[src/rtl/fetch_sequencer.sv]
// Instruction-fetch sequencer: walks IAR through RAM one byte at a time and
// presents each fetched byte in IR to the execute section.
module fetch_sequencer #(
   parameter int ADDR_W = 8,
   parameter int DATA_W = 8,
   parameter logic [ADDR_W-1:0] RESET_ADDR = '0
) (
   input  logic              clk,
   input  logic              rst,
   input  logic              run,
   output logic [ADDR_W-1:0] a,
   output logic              sa,
   output logic              e,
   output logic              s,
   input  logic [DATA_W-1:0] bus,
   output logic [DATA_W-1:0] ir,
   output logic              ir_valid,
   input  logic              ir_ack,
   input  logic              jmp_load,
   input  logic [ADDR_W-1:0] jmp_addr,
   output logic              busy,
   output logic [1:0]        dbg_state
);

   typedef enum logic [1:0] {
      IDLE = 2'd0,
      ADDR = 2'd1,
      READ = 2'd2,
      WAIT = 2'd3
   } state_t;

   state_t            state, state_next;
   logic [ADDR_W-1:0] iar, iar_next;
   logic [DATA_W-1:0] ir_q, ir_next;
   logic              ir_valid_q, ir_valid_next;

   always_ff @(posedge clk) begin
      if (rst) begin
         state      <= IDLE;
         iar        <= RESET_ADDR;
         ir_q       <= '0;
         ir_valid_q <= 1'b0;
      end else begin
         state      <= state_next;
         iar        <= iar_next;
         ir_q       <= ir_next;
         ir_valid_q <= ir_valid_next;
      end
   end

   // Handshake: a byte is transferred at a rising edge where ir_valid=1 and
   // ir_ack=1; ir stays stable while ir_valid=1, and ir_ack is ignored otherwise.
   always_comb begin
      state_next    = state;
      iar_next      = iar;
      ir_next       = ir_q;
      ir_valid_next = ir_valid_q;

      if (jmp_load) begin
         // A jump abandons any fetch in flight and discards a pending byte.
         iar_next   = jmp_addr;
         state_next = IDLE;
         if (state == WAIT) begin
            ir_valid_next = 1'b0;
         end
      end else begin
         case (state)
            IDLE: begin
               if (run) begin
                  state_next = ADDR;
               end
            end
            ADDR: begin
               state_next = READ;
            end
            READ: begin
               ir_next       = bus;
               iar_next      = iar + 1'b1;
               ir_valid_next = 1'b1;
               state_next    = WAIT;
            end
            WAIT: begin
               if (ir_ack) begin
                  ir_valid_next = 1'b0;
                  state_next    = run ? ADDR : IDLE;
               end
            end
            default: begin
               state_next = IDLE;
            end
         endcase
      end
   end

   assign a         = iar;
   assign sa        = (state == ADDR);
   assign e         = (state == READ);
   assign s         = 1'b0;
   assign busy      = (state == ADDR) || (state == READ);
   assign ir        = ir_q;
   assign ir_valid  = ir_valid_q;
   assign dbg_state = state;

endmodule

[config.mk]
export PLATFORM = sky130hd
export DESIGN_NAME = fetch_sequencer
export DESIGN_NICKNAME = d
export VERILOG_FILES = /design/src/rtl/fetch_sequencer.sv
export SDC_FILE = /design/constraint.sdc
export NUM_CORES = 1
export LEC_CHECK = 0
export ABC_AREA = 1
export BUFFER_PORTS_ARGS = -buffer_cell sky130_fd_sc_hd__buf_2
export CORE_UTILIZATION = 50
export CTS_CLUSTER_SIZE = 25
export DETAILED_ROUTE_END_ITERATION = 10
export HOLD_SLACK_MARGIN = 0.12
export PLACE_DENSITY = 0.83
export SLEW_MARGIN = 20
export SYNTH_ARGS = -nofsm -noshare
export SYNTH_HDL_FRONTEND = slang
export SYNTH_SLANG_ARGS = --single-unit
[constraint.sdc]
create_clock -name clk -period 2.1 [get_ports clk]
set_input_delay 0.21 -clock clk [delete_from_list [all_inputs] [get_ports clk]]
set_output_delay 0.21 -clock clk [all_outputs]
set_load 0.02 [all_outputs]
Yosys cells after proc, flatten, opt, wreduce, memory -nomap -nowiden
Cells that the tools add are included.
{"block": "op_classes", "add_sub_neg": 1, "eq_ne": 7, "n_mux": 10, "bitwise_logic": 1, "reduce_logical": 8}
{"op": "8-bit two-way mux", "n": 2}
{"op": "8-bit by 1-bit adder with 8-bit output, second input constant", "n": 1}
{"op": "2-bit case mux with 4 select lines", "n": 1}
{"op": "2-bit == test, second input constant", "n": 2}
{"op": "1-bit two-way mux", "n": 4}
{"op": "2-bit two-way mux", "n": 2}
{"op": "2-bit != test, second input constant", "n": 2}
{"op": "2-bit AND reduction", "n": 2}
{"op": "2-bit nonzero test", "n": 2}
{"op": "3-bit != test, second input constant", "n": 1}
{"op": "3-bit AND reduction", "n": 1}
{"op": "2-bit by 1-bit == test with 1-bit output, second input constant", "n": 1}
{"op": "2-bit logical NOT", "n": 1}
{"op": "2-bit by 1-bit != test with 1-bit output, second input constant", "n": 1}
{"op": "1-bit case mux with 2 select lines", "n": 1}
{"op": "2-bit OR reduction", "n": 1}
{"op": "1-bit logical OR", "n": 1}
{"op": "1-bit inverter", "n": 1}
{"block": "word_totals", "register_bits": 19, "in_bits": 21, "output_inout_bits": 23, "elab_cells": 31}

Longest topological paths before layout
Gate-level depths: netlist of the first run.
{"block": "logic_depth", "word_depth": 3, "ltp_mapped": 8, "ltp_nobuf": 8}

Worst setup path after synthesis of the first run
OpenSTA, ideal clock, no wires.
{"block": "synth_timing", "path_type": "flip-flop to flip-flop", "from": "register state[0] (netlist: dbg_state[0])", "to": "register iar[0] (netlist: a[0])", "setup_ps": 113, "arrival_ps": 1402, "required_ps": 1987, "setup_slack_ps": 585, "stages_incl_launch_ff": 8, "path_buffers": 1, "synth_period_minus_slack_ps": 1515, "path_cell_list": "dfxtp_1 inv_1 ha_1 nand2_4 buf_6 nor2_1 o21ai_1 inv_1"}
{"block": "synth_between", "elab_chain_len": 2}
{"item": "start, declared", "line_no": "32", "rtl": "state_t state, state_next;"}
{"item": "start signal, assigned", "line_no": "44", "rtl": "state <= state_next;"}
{"item": "2-bit == test"}
{"item": "net e", "line_no": "13", "rtl": "output logic e,"}
{"item": "2-bit nonzero test (no line)"}
{"item": "end signal, assigned", "line_no": "45", "rtl": "iar <= iar_next;"}
{"item": "end, declared", "line_no": "33", "rtl": "logic [ADDR_W-1:0] iar, iar_next;"}
The timed path passes the listed nets, and every way through them passes these cells.
A chain may end at the register's enable or synchronous reset.

Worst setup path in the final report of the first run
{"block": "layout_timing", "from": "register state[0] (netlist: dbg_state[0])", "to": "output busy"}
{"block": "layout_between", "elab_chain_len": 2, "elab_cells_between_ends": 3, "classes_between": "2 x eq/ne; 1 x reduce/logical"}
{"item": "2-bit by 1-bit == test with 1-bit output or 2-bit == test (tied branches)", "line_no": "99", "rtl": "assign busy = (state == ADDR) || (state == READ);"}
{"item": "1-bit logical OR *", "line_no": "99"}
{"item": "end, declared", "line_no": "21", "rtl": "output logic busy,"}
Mark *: on every way between the ends. The rest lies on a longest branch, timed or not.

==> impl_metrics.env, run 1 <==
export IMPL_fin_crit_ps=1510
export IMPL_syn2layout_area_growth_pct=20.7
export IMPL_grt_usage=0.210
export IMPL_die_h_um=47.4
export IMPL_synth_seq_cells=19
export IMPL_synth_common_cells="27 x nand2_1, 22 x nor2_1, 19 x dfxtp_1, 12 x inv_1, 7 x o21ai_0"
export IMPL_synthCells=137
export IMPL_r2r_start="dbg_state[0]"
export IMPL_synth_simple_area_share=0.267
export IMPL_worstPathRequired_ps=1890
export IMPL_nets=204
export IMPL_place_ws_ps=742
export IMPL_synth_fa_ha_area_frac=0.0608
export IMPL_holdPathStages=3
export IMPL_hpwl_mm=1.73
export IMPL_tns_ps=0
export IMPL_cts_buffer_depth=2
export IMPL_pwr_share_clk=0.270
export IMPL_grt_max_degree=14
export IMPL_synth_cell_types=27
export IMPL_finalMaxSlewViolations=0
export IMPL_whs_ps=155
export IMPL_p_leak_nw=0.616
export IMPL_start_kind="flip-flop"
export IMPL_min_path_type="in2reg"
export IMPL_power_switching_share=0.288
export IMPL_post_drt_wl_per_cell_um=11.0
export IMPL_fin_skew_ps=1.27
export IMPL_rsz0062_at_grt="no"
export IMPL_synth_edf_count=0
export IMPL_hold_start="bus[7]"
export IMPL_cts_tree="yes"
export IMPL_ys_seq_area_frac=0.369
export IMPL_worstPathMaxFanout=6
export IMPL_r2r_end="a[1]"
export IMPL_p_int_mw=0.494
export IMPL_drt_total_wl_mm=2.23
export IMPL_grt_pass1_wl_mm=3.36
export IMPL_worstSkewPairLatency_ps=300
export IMPL_cp_cell_sequence="inv_1 -> ha_1 -> buf_2"
export IMPL_via_per_inst=4.91
export IMPL_rows=16
export IMPL_drtIter0Drc=14
export IMPL_setup_viol=0
export IMPL_slowest_stage="dfxtp_1"
export IMPL_synthMuxAreaShare=0
export IMPL_initial_core_util=0.530
export IMPL_yosysMostFrequentCell="nand2_1"
export IMPL_status="completed"
export IMPL_syn_avg_cell_area_sq_um=7.52
export IMPL_diodes=0
export IMPL_fmax_ghz=0.662
export IMPL_drt_pass1_iter_count=4
export IMPL_critPathMaxStageDelay_ps=430
export IMPL_max_vdd_ir_drop_uv=414
export IMPL_cap_violations=0
export IMPL_end_kind="output pin"
export IMPL_drc=0
export IMPL_ys_top_cells_by_area="dfxtp_1 37%, nand2_1 9.8%, nor2_1 8.0%, ha_1 6.1%, a22oi_1 4.4%"
export IMPL_globalplace_congestion=0.795
export IMPL_synth_xor_area_share=0.00851
export IMPL_min_to="ir[7]"
export IMPL_cp_data_arrival_time_ps=1300
export IMPL_synth_top_family_by_area="simple AND/OR/NAND/NOR gates"
export IMPL_yosysTopAreaCell="dfxtp_1"
export IMPL_synth_cell_area_sq_um=1030
export IMPL_overflow=0
export IMPL_critPathKind="reg2out"
export IMPL_synth_compound_area_frac=0.179
export IMPL_postCtsSetupBuffers=0
export IMPL_comb_power_share=0.169
export IMPL_ant_nets=0
export IMPL_cts_clk_slew_worst_paths_ps=100
export IMPL_grt_pass1_vias=845
export IMPL_grt_antenna_before_repair=0
export IMPL_core_sq_um=1940
export IMPL_drive_above_1_share=0.322
export IMPL_via_count=1001
export IMPL_nFillCells=188
export IMPL_cts_sinks=19
export IMPL_cts_max_level=1
export IMPL_rrSetupSlack_ps=740
export IMPL_hold_buffers=0
export IMPL_rr_worst_depth=8
export IMPL_ctsRootBufferMaster="clkbuf_4"
export IMPL_yosys_warnings=0
export IMPL_post_cts_resized=0
export IMPL_setup_slack_ps=589
export IMPL_syn_nets=163
export IMPL_fin_crit_sh=0.719
export IMPL_portBuffers=42
export IMPL_cts_buffers=3
export IMPL_power_density_nw_per_um2=559
export IMPL_ios=44
export IMPL_synth_top_cell_area_share=0.369
export IMPL_seq_power_share=0.560
export IMPL_die_w_um=47.4
export IMPL_die_area_sq_um=2240
export IMPL_synth_flop_cell="dfxtp_1"
export IMPL_switchingPower_mw=0.200
export IMPL_synthArstFlopShare=0
export IMPL_hold_viol=0
-- through the flow --
step / area, sq um / util / total power, mW / std cells
4_1_cts: 1240 / 0.640 / 0.699 / 204
6_report: 1240 / 0.640 / 0.694 / 204
3_5_place_dp: 1220 / 0.626 / 0.515 / 200
5_1_grt: 1240 / 0.640 / 0.725 / 204
3_3_place_gp: 1220 / 0.626 / 0.510 / 200
2_1_floorplan: 1030 / - / 0.476 / 137
-- kinds of logic after synthesis --
| logic type | after synthesis |
|---|---|
| simple gates | 61 |
| flops | 19 |
| xor+xnor | 1 |
| compound gates | 30 |
| buf+inv | 20 |
| fa+ha+maj | 5 |
| other cells | 1 |
-- registers in the layout, indices dropped and copies added (netlist names) --
register   cells
a              8
dbg_state      2
ir             8
ir_valid       1
-- worst max path at each step --
| stage | from | endpoint | depth (start not counted) |
|---|---|---|---|
| after global routing | dbg_state[0] | busy | 3 |
| after floorplan | dbg_state[0] | a[0] | 7 |
| final | dbg_state[0] | busy | 3 |
| after detailed placement | dbg_state[0] | a[1] | 8 |
| after global placement | dbg_state[0] | a[1] | 8 |
| after CTS | dbg_state[0] | busy | 3 |
-- power groups by stage --
| stage | clock [mW] | combinational [mW] | sequential, mW |
|---|---|---|---|
| 3_3_place_gp | 0 | 0.114 | 0.396 |
| 2_1_floorplan | 0 | 0.0666 | 0.410 |
| 3_5_place_dp | 0 | 0.118 | 0.397 |
| 6_report | 0.188 | 0.118 | 0.389 |
| 4_1_cts | 0.192 | 0.118 | 0.389 |
| 5_1_grt | 0.204 | 0.131 | 0.391 |
-- worst max-delay path, delay by kind of cell (launching register included) --
family / cells / cell delay (ps)
flops: 1 / 430
fa+ha+maj: 1 / 310
buf+inv: 2 / 250
-- area by class of cell --
| class | count | area [sq um] | share of cell area |
|---|---|---|---|
| multi-input combinational | 98 | 534 | 0.430 |
| clock buffer | 4 | 26.3 | 0.0211 |
| timing repair buffer | 42 | 210 | 0.169 |
| tap | 27 | 33.8 | 0.0272 |
| sequential | 19 | 380 | 0.306 |
| inverter | 14 | 57.6 | 0.0463 |
-- routing by layer --
| layer | up-vias | GRT usage | part of all wire |
|---|---|---|---|
| li1 | 521 | - | - |
| met5 | - | 0 | 0 |
| met1 | 455 | 0.243 | 0.43 |
| met3 | 5 | 0.0269 | 0.041 |
| met2 | 20 | 0.373 | 0.51 |
| met4 | 0 | 0.109 | 0.020 |
-- layout by cell type (no fill, tap or decap) --
| cell type | count |
|---|---|
| buf_2 | 42 |
| nand2_1 | 27 |
| nor2_1 | 22 |
| dfxtp_1 | 19 |
| inv_1 | 12 |
| o21ai_0 | 7 |
| a22oi_1 | 6 |
| a21oi_1 | 6 |
| o21ai_1 | 5 |
| ha_1 | 5 |
| nand3_1 | 4 |
| nand3_2 | 3 |
| clkbuf_4 | 3 |
| inv_4 | 2 |
| a21oi_2 | 2 |
| nor2_2 | 2 |
| xnor2_1 | 1 |
| nand2_4 | 1 |
| nor2_4 | 1 |
| a31oi_1 | 1 |
| or2_1 | 1 |
| o22ai_1 | 1 |
| o21bai_2 | 1 |
| o21bai_1 | 1 |
| conb_1 | 1 |
| clkbuf_1 | 1 |
No activity file was read; power rests on OpenSTA's default activity.
==> run 2, diff against run 1 <==
- CORE_UTILIZATION: 50 -> 42
- PLACE_DENSITY: 0.83 -> 0.75
- clock period: 2.1 -> 1.3 ns (I/O delays scaled with it)
==> run 2 against run 1 <==
Compared with the run above: final cell count up 8.8%; final area up 18%; critical endpoint is now ir_valid; non-clock buffer count up 17; sequential share of layout area down 4.1 points; worst setup slack worse by 560 ps; via count up 8.3%; die area up 18%; critical path depth up 4; global-route usage down 0.14 points; combinational power up 120%; first-iteration DRC count up 100%; highest routed layer unchanged; clock skew up 2.5 ps.
==> impl_metrics.env, run 2 (same netlist as run 1, synthesis figures left out) <==
export IMPL_status="completed"
export IMPL_post_dp_cell_area_sq_um=1250
export IMPL_grt_antenna_before_repair=0
export IMPL_fin_crit_ps=1270
export IMPL_fin_skew_ps=3.80
export IMPL_cts_tree="yes"
export IMPL_totalPowerFinal_mw=1.18
export IMPL_via_count=1084
export IMPL_drive_above_1_share=0.376
export IMPL_drt_pass1_iter_count=4
export IMPL_hpwl_mm=1.75
export IMPL_crit_end="ir_valid"
export IMPL_via_per_inst=4.88
export IMPL_setup_slack_ps=26.0
export IMPL_ctsRootBufferMaster="clkbuf_4"
export IMPL_syn2layout_area_growth_pct=41.9
export IMPL_cts_clk_slew_worst_paths_ps=110
export IMPL_cp_cell_sequence="dlygate4sd3_1 -> buf_2 -> clkinvlp_4 -> nand2_1 -> o22ai_1 -> o21ai_1 -> inv_1"
export IMPL_cp_data_arrival_time_ps=1480
export IMPL_globalplace_congestion=0.789
export IMPL_grt_usage=0.209
export IMPL_cap_violations=0
export IMPL_design_area_sq_um=1460
export IMPL_grt_pass1_wl_mm=4.15
export IMPL_crit_path_start="rst"
export IMPL_layout_common_cells="39 x buf_2, 27 x nand2_1, 22 x nor2_1"
export IMPL_r2r_start="dbg_state[1]"
export IMPL_ant_nets=0
export IMPL_die_area_sq_um=2650
export IMPL_whs_ps=135
export IMPL_rows=17
export IMPL_place_ws_ps=28.7
export IMPL_r2r_end="a[1]"
export IMPL_min_path_type="in2reg"
export IMPL_post_drt_wl_per_cell_um=11.5
export IMPL_final_common_cell="buf_2"
export IMPL_rr_worst_depth=8
export IMPL_cts_sinks=19
export IMPL_rrSetupSlack_ps=70
export IMPL_setup_viol=0
export IMPL_ios=44
export IMPL_grt_max_degree=14
export IMPL_diodes=0
export IMPL_die_h_um=51.5
export IMPL_die_w_um=51.5
export IMPL_critPathKind="in2reg"
export IMPL_end_kind="flip-flop"
export IMPL_initial_core_util=0.457
export IMPL_worstPathRequired_ps=1500
export IMPL_rsz0062_at_grt="yes"
export IMPL_fin_crit_sh=0.980
export IMPL_cts_buffers=3
export IMPL_drtIter0Drc=28
export IMPL_holdPathStages=5
export IMPL_cts_max_level=1
export IMPL_p_leak_nw=0.691
export IMPL_fmax_ghz=0.785
export IMPL_worstSkewPairLatency_ps=300
export IMPL_start_kind="primary input"
export IMPL_cts_buffer_depth=2
export IMPL_hold_viol=0
export IMPL_tns_ps=0
export IMPL_finalMaxSlewViolations=0
export IMPL_drt_total_wl_mm=2.54
export IMPL_drc=0
export IMPL_nets=221
export IMPL_slowest_stage="dlygate4sd3_1"
export IMPL_power_density_nw_per_um2=806
export IMPL_worstPathMaxFanout=8
export IMPL_grt_pass1_vias=984
export IMPL_portBuffers=42
export IMPL_critPathMaxStageDelay_ps=530
export IMPL_overflow=0
export IMPL_core_sq_um=2250
export IMPL_max_vdd_ir_drop_uv=550
## run 2: metal layers
| metal | wire length (um) | track usage | vias up |
|---|---|---|---|
| li1 | - | - | 552 |
| met3 | 163 | 0.0439 | 4 |
| met2 | 1280 | 0.366 | 46 |
| met1 | 1060 | 0.242 | 482 |
| met5 | 0 | 0 | - |
| met4 | 36 | 0.0901 | 0 |
## run 2: cell type report
cell class / instances / area (sq um)
inverter: 14 / 66.3
clock buffer: 4 / 26.3
fill: 213 / 793
multi-input combinational: 98 / 564
sequential: 19 / 388
timing repair buffer: 59 / 382
tap: 28 / 35.0
## run 2: where the power goes
group / switching, mW / internal (mW) / total [mW]
logic: 0.134 / 0.121 / 0.254
registers: 0.0198 / 0.600 / 0.620
clock network: 0.184 / 0.120 / 0.304
total: 0.337 / 0.840 / 1.18
## run 2: repair_timing
action / in CTS / in global routing
pin swaps: 1 / 0
setup buffers: 2 / 3
setup endpoints to repair: 3 / 12
resized for setup: 6 / 11
hold endpoints to repair: 11 / 0
hold buffers: 10 / 0
## run 2: critical path, delay by kind of cell
family / cells / cell delay (ps)
and+or+nand+nor: 1 / 150
buffers and inverters: 4 / 1020
AOI/OAI and AO/OA: 2 / 170
## run 2: stage by stage
step / utilization / instances
3_3_place_gp: 0.553 / 203
5_1_grt: 0.648 / 222
2_1_floorplan: - / 137
6_report: 0.648 / 222
4_1_cts: 0.627 / 219
3_5_place_dp: 0.553 / 203
## run 2: worst min path at each step
| stage | slack, ps | start | endpoint |
|---|---|---|---|
| global route | 140 | jmp_addr[3] | a[3] |
| floorplan | 280 | bus[5] | ir[5] |
| detailed placement | 380 | bus[7] | ir[7] |
| CTS | 130 | jmp_addr[0] | a[0] |
| finish | 140 | jmp_addr[0] | a[0] |
| global placement | 370 | bus[5] | ir[5] |
==> run 3, diff against run 2 <==
- CORE_UTILIZATION: 42 -> 41
- CTS_BUF_LIST: not set -> sky130_fd_sc_hd__clkbuf_2 sky130_fd_sc_hd__clkbuf_4 sky130_fd_sc_hd__clkbuf_8
- PLACE_DENSITY: 0.75 -> 0.73
==> run 3 against run 2 <==
Compared with the run above: power rose by 0.51%; sequential power barely moved; worst hold slack got worse by 1.8 ps; register-to-register slack barely moved; flip-flop and latch count did not move; die area rose by 2.3%; first-iteration DRC count fell by 46%; critical endpoint is now sa; largest power group unchanged.
==> impl_metrics.env, run 3 (same netlist as run 1, synthesis figures left out) <==
export IMPL_rows=17
export IMPL_die_area_sq_um=2720
export IMPL_top_usage_layer="met2"
export IMPL_met3_usage=0.0409
export IMPL_fin_crit_sh=0.974
export IMPL_rsz0062_at_grt="yes"
export IMPL_hpwl_mm=1.75
export IMPL_drt_pass1_iter_count=4
export IMPL_end_kind="output pin"
export IMPL_final_common_cell="buf_2"
export IMPL_seqCellArea_sq_um=389
export IMPL_cts_clk_slew_worst_paths_ps=100
export IMPL_via_count=1091
export IMPL_grt_pass1_wl_mm=4.30
export IMPL_hold_viol=0
export IMPL_fin_crit_ps=1270
export IMPL_worstPathRequired_ps=1170
export IMPL_grt_max_degree=14
export IMPL_die_w_um=52.1
export IMPL_multi_input_area_sq_um=571
export IMPL_nets=223
export IMPL_drtIter0Drc=15
export IMPL_drive_above_1_share=0.383
export IMPL_totalPowerFinal_mw=1.18
export IMPL_cts_sinks=19
export IMPL_critPathMaxStageDelay_ps=360
export IMPL_cts_buffers=3
export IMPL_worstSkewPairLatency_ps=310
export IMPL_max_vdd_ir_drop_uv=586
export IMPL_p_leak_nw=0.697
export IMPL_start_kind="flip-flop"
export IMPL_overflow=0
export IMPL_post_dp_cell_area_sq_um=1240
export IMPL_slowest_stage="dfxtp_4"
export IMPL_grt_usage=0.217
export IMPL_grt_use_met1=0.225
export IMPL_cts_tree="yes"
export IMPL_met2_usage=0.419
export IMPL_design_area_sq_um=1490
export IMPL_critPathKind="reg2out"
export IMPL_die_h_um=52.1
export IMPL_cp_data_arrival_time_ps=1140
export IMPL_nFillCells=207
export IMPL_core_sq_um=2300
export IMPL_drc=0
export IMPL_setup_viol=0
export IMPL_initial_core_util=0.448
export IMPL_finalMaxSlewViolations=0
export IMPL_cp_cell_sequence="buf_4 -> ha_1 -> buf_6"
export IMPL_portBuffers=42
export IMPL_min_path_type="in2reg"
export IMPL_power_density_nw_per_um2=795
export IMPL_status="completed"
export IMPL_cts_buffer_depth=2
export IMPL_cts_max_level=1
export IMPL_fmax_ghz=0.790
export IMPL_grt_pass1_vias=1045
export IMPL_syn2layout_area_growth_pct=44.5
export IMPL_ctsRootBufferMaster="clkbuf_4"
export IMPL_post_drt_wl_per_cell_um=11.5
export IMPL_ios=44
export IMPL_globalplace_congestion=0.769
export IMPL_fin_skew_ps=9.37
export IMPL_diodes=0
export IMPL_grt_antenna_before_repair=0
export IMPL_ant_nets=0
export IMPL_worstPathMaxFanout=5
export IMPL_cap_violations=0
export IMPL_layout_common_cells="39 x buf_2, 27 x nand2_1, 22 x nor2_1"
export IMPL_drt_total_wl_mm=2.58
export IMPL_via_per_inst=4.87
-- run 3: worst max-delay path: cells and delay by family, from the launching register on --
kind | cells | cell delay [ps]
flip-flops | 1 | 360
buffers and inverters | 2 | 280
adder cells (fa/ha/maj) | 1 | 200
-- run 3: layout make-up --
class	count	share of cell area
Sequential cell	19	0.262
Multi-Input combinational cell	98	0.384
Inverter	14	0.0446
Clock inverter	1	0.00336
Tap cell	28	0.0235
Timing Repair Buffer	61	0.268
Clock buffer	3	0.0151
-- run 3: power breakdown --
part	internal (mW)	total [mW]	leakage, nW	switching, mW
clock	0.115	0.303	0.0177	0.188
sequential	0.600	0.622	0.157	0.0219
combinational	0.125	0.259	0.523	0.134
-- run 3: path summary, 6_finish.rpt --
path / from / slack [ps] / endpoint / cells after the start
max reg2reg: dbg_state[0] / 70 / dbg_state[1] / 7
min reg2reg: ir_valid / 480 / ir_valid / 2
max: dbg_state[0] / 30 / sa / 3
min: ir_ack / 130 / ir_valid / 4
-- run 3: per-layer routing --
metal	vias to the layer above	part of all wire
met2	35	0.51
met5	-	0
met3	5	0.052
met4	0	0.016
li1	562	-
met1	489	0.42
-- run 3: stage by stage --
step | setup TNS (ps) | util | setup slack [ps] | std cells | hold WS (ps)
floorplan | 0 | - | 4.04 | 137 | 275
global placement | 0 | 0.539 | 83.6 | 202 | 364
detailed placement | -9.15 | 0.539 | -9.15 | 202 | 377
CTS | 0 | 0.614 | 12.0 | 220 | 129
global route | -12.5 | 0.648 | -12.3 | 224 | 136
finish | 0 | 0.648 | 33.6 | 224 | 133
-- run 3: what timing repair did --
item                                    CTS  global route
hold buffers                             11             0
resized for setup                         7            11
buffers inserted                          3             4
pin swaps                                 1             0
endpoints found under the hold margin    12             0
endpoints found under the setup margin    4             9
